File: src/rtl/load_store_unit.sv
// load_store_unit: RV32I load/store bus sequencer; define LSU_MISALIGN_TRAP_EN to trap misaligned half/word accesses
module load_store_unit #(
  parameter int TIMEOUT = 255
) (
  input  logic        clk,
  input  logic        rst_n,
  input  logic        start,
  input  logic        is_store,
  input  logic [2:0]  funct3,
  input  logic [31:0] aluout,
  input  logic [31:0] store_data,
  output logic        mem_req,
  output logic        mem_we,
  output logic [31:0] mem_addr,
  output logic [3:0]  mem_be,
  output logic [31:0] mem_wdata,
  input  logic        mem_ack,
  input  logic [31:0] mem_rdata,
  output logic        busy,
  output logic        done,
  output logic [31:0] load_data,
  output logic        fault
);
  typedef enum logic [1:0] {IDLE, ACCESS, RESP} state_t;
  state_t state, next;
  logic [7:0]  cnt;
  logic [1:0]  lo;
  logic [2:0]  f3;
  logic        we, flt, bad, mis, skip, tmo;
  logic [7:0]  rbyte;
  logic [15:0] rhalf;
  logic [31:0] ext;
  // Request classification, lane extraction and next-state selection
  always_comb begin
    bad = is_store ? (funct3[2] || funct3[1:0] == 2'b11) : (funct3 == 3'b011 || funct3[2:1] == 2'b11);
`ifdef LSU_MISALIGN_TRAP_EN
    mis = (funct3[1:0] == 2'b01 && aluout[0]) || (funct3[1:0] == 2'b10 && aluout[1:0] != 2'b00);
`else
    mis = 1'b0;
`endif
    skip = bad || mis;
    tmo = cnt == 8'(TIMEOUT - 1);
    rbyte = mem_rdata[{lo, 3'b000} +: 8];
    rhalf = mem_rdata[{lo[1], 4'b0000} +: 16];
    ext = f3 == 3'b000 ? {{24{rbyte[7]}}, rbyte} :
          f3 == 3'b001 ? {{16{rhalf[15]}}, rhalf} :
          f3 == 3'b100 ? {24'd0, rbyte} :
          f3 == 3'b101 ? {16'd0, rhalf} : mem_rdata;
    next = state;
    case (state)
      IDLE:    next = start ? (skip ? RESP : ACCESS) : IDLE;
      ACCESS:  next = (mem_ack || tmo) ? RESP : ACCESS;
      default: next = IDLE;
    endcase
  end
  // State register
  always_ff @(posedge clk or negedge rst_n)
    if (!rst_n) state <= IDLE;
    else state <= next;
  // Request latch, wait counter, fault flag and load result capture
  always_ff @(posedge clk or negedge rst_n)
    if (!rst_n) begin
      mem_addr  <= '0;
      mem_be    <= '0;
      mem_wdata <= '0;
      we        <= 1'b0;
      f3        <= '0;
      lo        <= '0;
      flt       <= 1'b0;
      cnt       <= '0;
      load_data <= '0;
    end else begin
      cnt <= (state == ACCESS && !mem_ack) ? cnt + 8'd1 : 8'd0;
      if (state == IDLE && start) begin
        mem_addr  <= {aluout[31:2], 2'b00};
        mem_be    <= funct3[1:0] == 2'b00 ? 4'b0001 << aluout[1:0] :
                     funct3[1:0] == 2'b01 ? 4'b0011 << {aluout[1], 1'b0} : 4'b1111;
        mem_wdata <= funct3[1:0] == 2'b00 ? {4{store_data[7:0]}} :
                     funct3[1:0] == 2'b01 ? {2{store_data[15:0]}} : store_data;
        we        <= is_store;
        f3        <= funct3;
        lo        <= aluout[1:0];
        flt       <= skip;
      end
      if (state == ACCESS) begin
        flt <= !mem_ack && tmo;
        if (mem_ack && !we) load_data <= ext;
      end
    end
  assign mem_req = state == ACCESS;
  assign mem_we  = mem_req && we;
  assign busy    = state != IDLE;
  assign done    = state == RESP;
  assign fault   = done && flt;
endmodule

File: config.mk
export PLATFORM = sky130hd
export DESIGN_NAME = load_store_unit
export DESIGN_NICKNAME = d
export VERILOG_FILES = /design/src/rtl/load_store_unit.sv
export SDC_FILE = /design/constraint.sdc
export NUM_CORES = 1
export LEC_CHECK = 0
export CORE_ASPECT_RATIO = 0.6
export CORE_MARGIN = 3
export CORE_UTILIZATION = 40
export CTS_CLUSTER_DIAMETER = 120
export DETAILED_ROUTE_END_ITERATION = 12
export PLACE_DENSITY = 0.84
export SLEW_MARGIN = 30
export SYNTH_ARGS = -nofsm -noshare
export SYNTH_HDL_FRONTEND = slang
export SYNTH_SLANG_ARGS = --single-unit
File: constraint.sdc
create_clock -name clk -period 1.95 [get_ports clk]
set_clock_uncertainty 0.1 [all_clocks]
set_input_delay 0.4875 -clock clk [delete_from_list [all_inputs] [get_ports clk]]
set_output_delay 0.4875 -clock clk [all_outputs]
set_load 0.005 [all_outputs]
==> flow_summary.ini, run 1 <==
[finish]
fillers = 928
num_antenna_cells = 0
multiInputGateArea_sq_um = 2208
layout-drive-gt1-share = 0.1173
regArea_sq_um = 2879
area_growth_pct = 61.35
nets = 921

[outcome]
violations = negative setup slack
outcome = finished, violations left

[place]
place_congestion = 0.8597
port_buffers = 206
hpwl_microns = 13120

[drt]
ant_nets = 0
wl_microns = 17780
wl_per_cell_microns = 17.92
initialDrtViolationCount = 367
via_count = 5256
drc = 0
post_drt_via_cell_ratio = 5.298
first_pass_iters = 7

[sta]
final.period_utilization = 1.015
final-setup-viol-count = 2
fin_ws_ns = -0.03010
rsz0062_at_grt = yes
hold_viol_final = 0
setup_tns_ns = -0.05196
maxSlewViolCount = 0
max_freq_mhz = 505.0
fin_hold_ws_ns = 0.3777
fin_crit_ns = 1.980

[die]
die-width_microns = 154.2
die_h_microns = 94.89
start_util = 0.4231
io_pins = 209
core.rowCount = 31
dieArea_sq_um = 14630
core_sq_um = 12450

[worst_setup_path]
reg2reg_to = load_data[4]$_DFFE_PN0P_
regToRegSetupSlack_ns = 0.11
timing.critical_path.to = busy
path_class = flop to primary output
reg2regPathDepth = 6
end_kind = primary output
required_ns = 1.36
startpoint_type = flop
cp-startpoint = state[0]$_DFF_PN0_
critPathMaxFanout = 3
cp.arrival_ns = 1.39
r2r-start = state[1]$_DFF_PN0_

[global_route]
antenna_found_initial = 0
grt_pass1_wl_microns = 28010
grt_pass1_vias = 5347
gr-usage-all-layers = 0.2440
overflow = 0
grt_max_degree = 60

[yosys]
synth.area.mux_share = 0.06461
synth.top_cells.by_area = dfrtp_1 (55%), nand2_1 (12%), mux2i_1 (6.5%)
synth_warnings = 0
ys_ff_latch = 115
synth_xor_area_frac = 0.009976
synth-edff-count = 0
yosysTopAreaCellShare = 0.5463
postSynthCellCount = 578
synthAdderAreaFrac = 0.004751
synth_ff_type = dfrtp_1
syn-cell-area_sq_um = 5268
ys_seq_area_frac = 0.5463
synth_compound_area_frac = 0.09620
avgSynthCellArea_sq_um = 9.113
yosys.area_share.simple = 0.2359
synth_top_family_by_area = simple AND/OR/NAND/NOR gates
async_flop_share = 1.000
yosysUniqueCellTypes = 42
yosysTopAreaCell = dfrtp_1

[power]
leakage_nw = 3.904
clock_power_share = 0.285
seq_power_share = 0.346
vdd_drop_max_v = 0.0006563
combPwrFrac = 0.368
power_density_nw_per_um2 = 1296
p_int_mw = 7.620
p_switching_mw = 3.391
p_sw_frac = 0.3080

[clock_tree]
cts-htree-levels = 4
cts_made_buffers = 17
clockRootBuffer = clkbuf_16
cts_buffer_depth = 2
cts.sinks = 115
insertion_delay_ns = 0.40
cts_tree = done
clkTransAtPathRegs_ns = 0.05

[worst_hold_path]
hold_path_class = flop to flop

[run]
cap_violations = 0
==> cell type report <==
cell class | instances | area share
well taps | 165 | 0.02429
inverters | 6 | 0.002650
clock buffers | 18 | 0.05167
repair buffers | 257 | 0.3041
multi-input cells | 418 | 0.2598
clock inverters | 13 | 0.01870
flip-flops and latches | 115 | 0.3387
==> layer usage <==
| layer | part of all wire | wire length, microns | vias to the layer above | global-route usage |
|---|---|---|---|---|
| li1 | - | - | 2422 | - |
| met1 | 0.42 | 7491 | 2524 | 0.3245 |
| met2 | 0.45 | 8035 | 291 | 0.3788 |
| met3 | 0.11 | 2041 | 19 | 0.09158 |
| met4 | 0.012 | 212 | 0 | 0.06466 |
| met5 | 0 | 0 | - | 0 |
==> flip-flops by register name, summed over array words and instances, names as in the netlist <==
signal and cells:
cnt 8, f3 3, flt 1, lo 2, load_data 32, mem_addr 30, mem_be 4, mem_wdata 32
state 2, we 1
==> worst min path at each step <==
stage	from	to	depth (start not counted)
after global routing	mem_addr[10]$_DFFE_PN0P_	mem_addr[10]$_DFFE_PN0P_	2
after detailed placement	rst_n	mem_wdata[3]$_DFFE_PN0P_	1
after CTS	mem_addr[9]$_DFFE_PN0P_	mem_addr[9]$_DFFE_PN0P_	2
after global placement	rst_n	mem_wdata[26]$_DFFE_PN0P_	1
final	mem_addr[7]$_DFFE_PN0P_	mem_addr[7]$_DFFE_PN0P_	2
after floorplan	rst_n	cnt[0]$_DFF_PN0_	0
==> cells by family (layout without fill, tap and decap cells) <==
family | after synthesis | after routing
mux | 34 | 34
xor+xnor | 6 | 6
buf+inv | 46 | 294
compound gates | 82 | 82
fa+ha+maj | 2 | 2
simple gates | 292 | 292
flops | 115 | 115
other cells | 1 | 2
==> cells in the final DEF, fill, tap and decap left out, types with 2 or more instances in the layout <==
master / instances
a21oi_2: 2
nor3_1: 16
inv_6: 2
dlymetal6s2s_1: 2
and2_1: 2
a211o_1: 7
clkbuf_2: 2
and4_1: 2
a21oi_1: 29
xor2_1: 5
nand3_1: 36
a32oi_1: 7
ha_1: 2
a31oi_1: 17
mux2i_1: 34
o21ai_0: 15
buf_4: 38
nand4_1: 2
buf_6: 3
nor2_1: 46
inv_1: 5
buf_12: 11
nand2b_1: 5
clkbuf_16: 17
clkinv_2: 4
clkdlybuf4s50_1: 198
nand2_1: 169
conb_1: 2
bufinv_16: 3
clkinvlp_4: 3
dfrtp_1: 114
==> power groups by stage <==
stage / Clock [mW] / Combinational [mW] / Sequential, mW
after floorplan: 0 / 1.39 / 3.78
after detailed placement: 0 / 3.98 / 3.82
after CTS: 3.20 / 4.03 / 3.80
after global routing: 3.34 / 4.41 / 3.91
after global placement: 0 / 3.86 / 3.78
final: 3.14 / 4.06 / 3.81
==> cells in the mapped netlist (6+ instances only) <==
library cell	n
nand2_1	170
dfrtp_1	115
nor2_1	47
nand3_1	36
mux2i_1	34
a21oi_1	29
a31oi_1	17
clkbuf_1	17
nor3_1	16
o21ai_0	15
buf_2	13
a211o_1	7
a32oi_1	7
buf_4	6
==> repair_timing <==
item | CTS | global route
setup buffers | 4 | 4
endpoints found under the hold margin | 17 | 0
endpoints found under the setup margin | 5 | 15
hold buffers | 1 | 0
resized for setup | 10 | 13
==> stage by stage <==
stage,worst slack (ns),power [mW],instance area (sq um),utilization,instances
2_1_floorplan,0.3770,5.173,5271,-,579
3_3_place_gp,-0.07156,7.642,7802,0.6267,952
3_5_place_dp,-0.1264,7.797,7802,0.6267,952
4_1_cts,-0.1089,11.03,8442,0.6780,988
5_1_grt,-0.08310,11.66,8499,0.6826,992
6_report,-0.03010,11.01,8499,0.6826,992
==> worst max-delay path, cell delays in order (launching register included) <==
cell and delay, ns:
dfrtp_2 0.44, buf_4 0.15, nor2_4 0.09, inv_1 0.05
dlygate4sd2_1 0.25
(Power assumes the default switching activity.)
==> run 2, diff against run 1 <==
DONT_BUFFER_PORTS = 1   (was default)
GPL_TIMING_DRIVEN = 0   (was default)
PLACE_DENSITY = 0.63   (was 0.84)
==> run 2 against run 1 <==
The flow finishes with violations (negative hold slack). Global-route usage decreased by 2.2 points. Routed wire length decreased by 10%. Setup slack improved by 0.094 ns. Clock-buffer cell count increased by 3. Clock power increased by 2%. Design area decreased by 28%. Non-clock buffer count decreased by 214. Die area unchanged. Worst hold slack got worse by 0.70 ns. First-iteration DRC count decreased by 26%. Register-to-register slack about the same. Critical path depth decreased by 2. Critical endpoint is now mem_we.
==> flow_summary.ini, run 2 (same netlist as run 1, synthesis figures left out) <==
[clock_tree]
cts-htree-levels = 4
cts_made_buffers = 17
cts_buffer_depth = 2
clkTransAtPathRegs_ns = 0.06
cts.sinks = 115
clockRootBuffer = clkbuf_16
insertion_delay_ns = 0.41
cts_tree = done

[power]
seq_power_share = 0.444
p_sw_frac = 0.3286
leakage_nw = 2.916
p_int_mw = 6.070
p_total_mw = 9.041
combPwrFrac = 0.201
clock_power_share = 0.355
p_switching_mw = 2.971
vdd_drop_max_v = 0.0005552
power_density_nw_per_um2 = 1476

[sta]
fin_hold_ws_ns = -0.3243
fin_ws_ns = 0.06437
relSlewSlack = 0.5435
hold_viol_final = 115
final.period_utilization = 0.9670
worst_pin_slew_ns = 0.6847
final-setup-viol-count = 0
rsz0062_at_grt = no
maxSlewViolCount = 0
fin_crit_ns = 1.886
max_freq_mhz = 530.3

[die]
io_pins = 209
dieArea_sq_um = 14630
die_h_microns = 94.89
core.rowCount = 31
start_util = 0.4231
core_sq_um = 12450
die-width_microns = 154.2

[drt]
post_drt_via_cell_ratio = 5.539
drc = 0
ant_nets = 0
wl_microns = 16000
initialDrtViolationCount = 272
via_count = 4304
wl_per_cell_microns = 20.59
first_pass_iters = 4

[finish]
final_cell_mix = nand2_1 (170), dfrtp_1 (114), nor2_1 (47)
nets = 707
area_growth_pct = 16.32
layout-drive-gt1-share = 0.1029
final_common_cell = nand2_1
reg_top3 = load_data: 32 flops, mem_wdata: 32 flops, mem_addr: 30 flops
num_antenna_cells = 0

[place]
place_ws_ns = -0.1421
port_buffers = 0
place_congestion = 0.8710
hpwl_microns = 11790

[worst_setup_path]
startpoint_type = flop
required_ns = 1.36
critPathMaxFanout = 6
path_class = flop to primary output
cp.arrival_ns = 1.30
end_kind = primary output

[run]
cap_violations = 0

[outcome]
violations = negative hold slack
outcome = finished, violations left

[global_route]
antenna_found_initial = 0
grt_pass1_vias = 4308
grt_pass1_wl_microns = 24870
gr-usage-all-layers = 0.2224
grt_max_degree = 116
overflow = 0

[worst_hold_path]
hold_path_class = input pin to async pin
==> run 2: critical path, cell delays in order (launching register included) <==
cell and delay, ns:
dfrtp_2 0.44, and2b_4 0.30, and2_1 0.15
==> run 2: timing repair <==
action / in CTS / in global routing
hold endpoints to repair: 115 / 115
pin swaps: 0 / 1
buffers inserted: 0 / 3
cloned: 0 / 0
gates resized for setup: 1 / 6
endpoints found under the setup margin: 34 / 52
==> run 2: layout make-up <==
cell class,count,area (sq um)
clock buffers,21,480.5
multi-input cells,418,2188
fillers,1154,6324
clock inverters,9,128.9
inverters,6,22.52
plain buffers,40,198.9
repair buffers,3,22.52
well taps,165,206.4
flip-flops and latches,115,2879
==> run 2: metal layers <==
metal	GRT usage	part of all wire	up-vias
met2	0.3037	0.41	221
met3	0.09112	0.11	11
met1	0.3233	0.47	2082
met4	0.06098	0.0074	0
met5	0	0	-
li1	-	-	1990
==> run 2: path summary, 6_finish.rpt <==
path                               startpoint                        end  slack [ns]  depth (start not counted)
max                        state[1]$_DFF_PN0_                     mem_we        0.06                          2
min                                     rst_n         state[1]$_DFF_PN0_       -0.32                          0
max reg2reg                 lo[1]$_DFFE_PN0P_  load_data[12]$_DFFE_PN0P_        0.11                          5
min reg2reg                 lo[0]$_DFFE_PN0P_          lo[0]$_DFFE_PN0P_        0.40                          2
max in group asynchronous               rst_n   mem_addr[28]$_DFFE_PN0P_        1.89                          0
min in group clk                   aluout[17]   mem_addr[17]$_DFFE_PN0P_        0.09                          2
==> run 2: power by group through the flow <==
stage               Sequential, mW  Clock (mW)  Combinational (mW)
floorplan                     3.78           0                1.39
global placement              4.04           0                1.69
detailed placement            4.04           0                1.79
CTS                           4.03        3.26                1.78
global route                  4.13        3.39                2.07
finish                        4.02        3.21                1.82
==> run 2: metrics by stage <==
step,instances,setup TNS [ns],instance area (sq um),util,hold WS (ns)
after floorplan,579,0,5271,-,0.09191
after global placement,744,-2.951,5478,0.4400,0.09836
after detailed placement,744,-3.042,5478,0.4400,0.09826
after CTS,774,0,6093,0.4894,-0.3402
after global routing,777,0,6127,0.4921,-0.3510
final,777,0,6127,0.4921,-0.3243
==> run 3, diff against run 2 <==
CAP_MARGIN = 30   (was default)
==> results of run 3 <==
No change in the layout: final DEF, timing and power equal those of run 2.
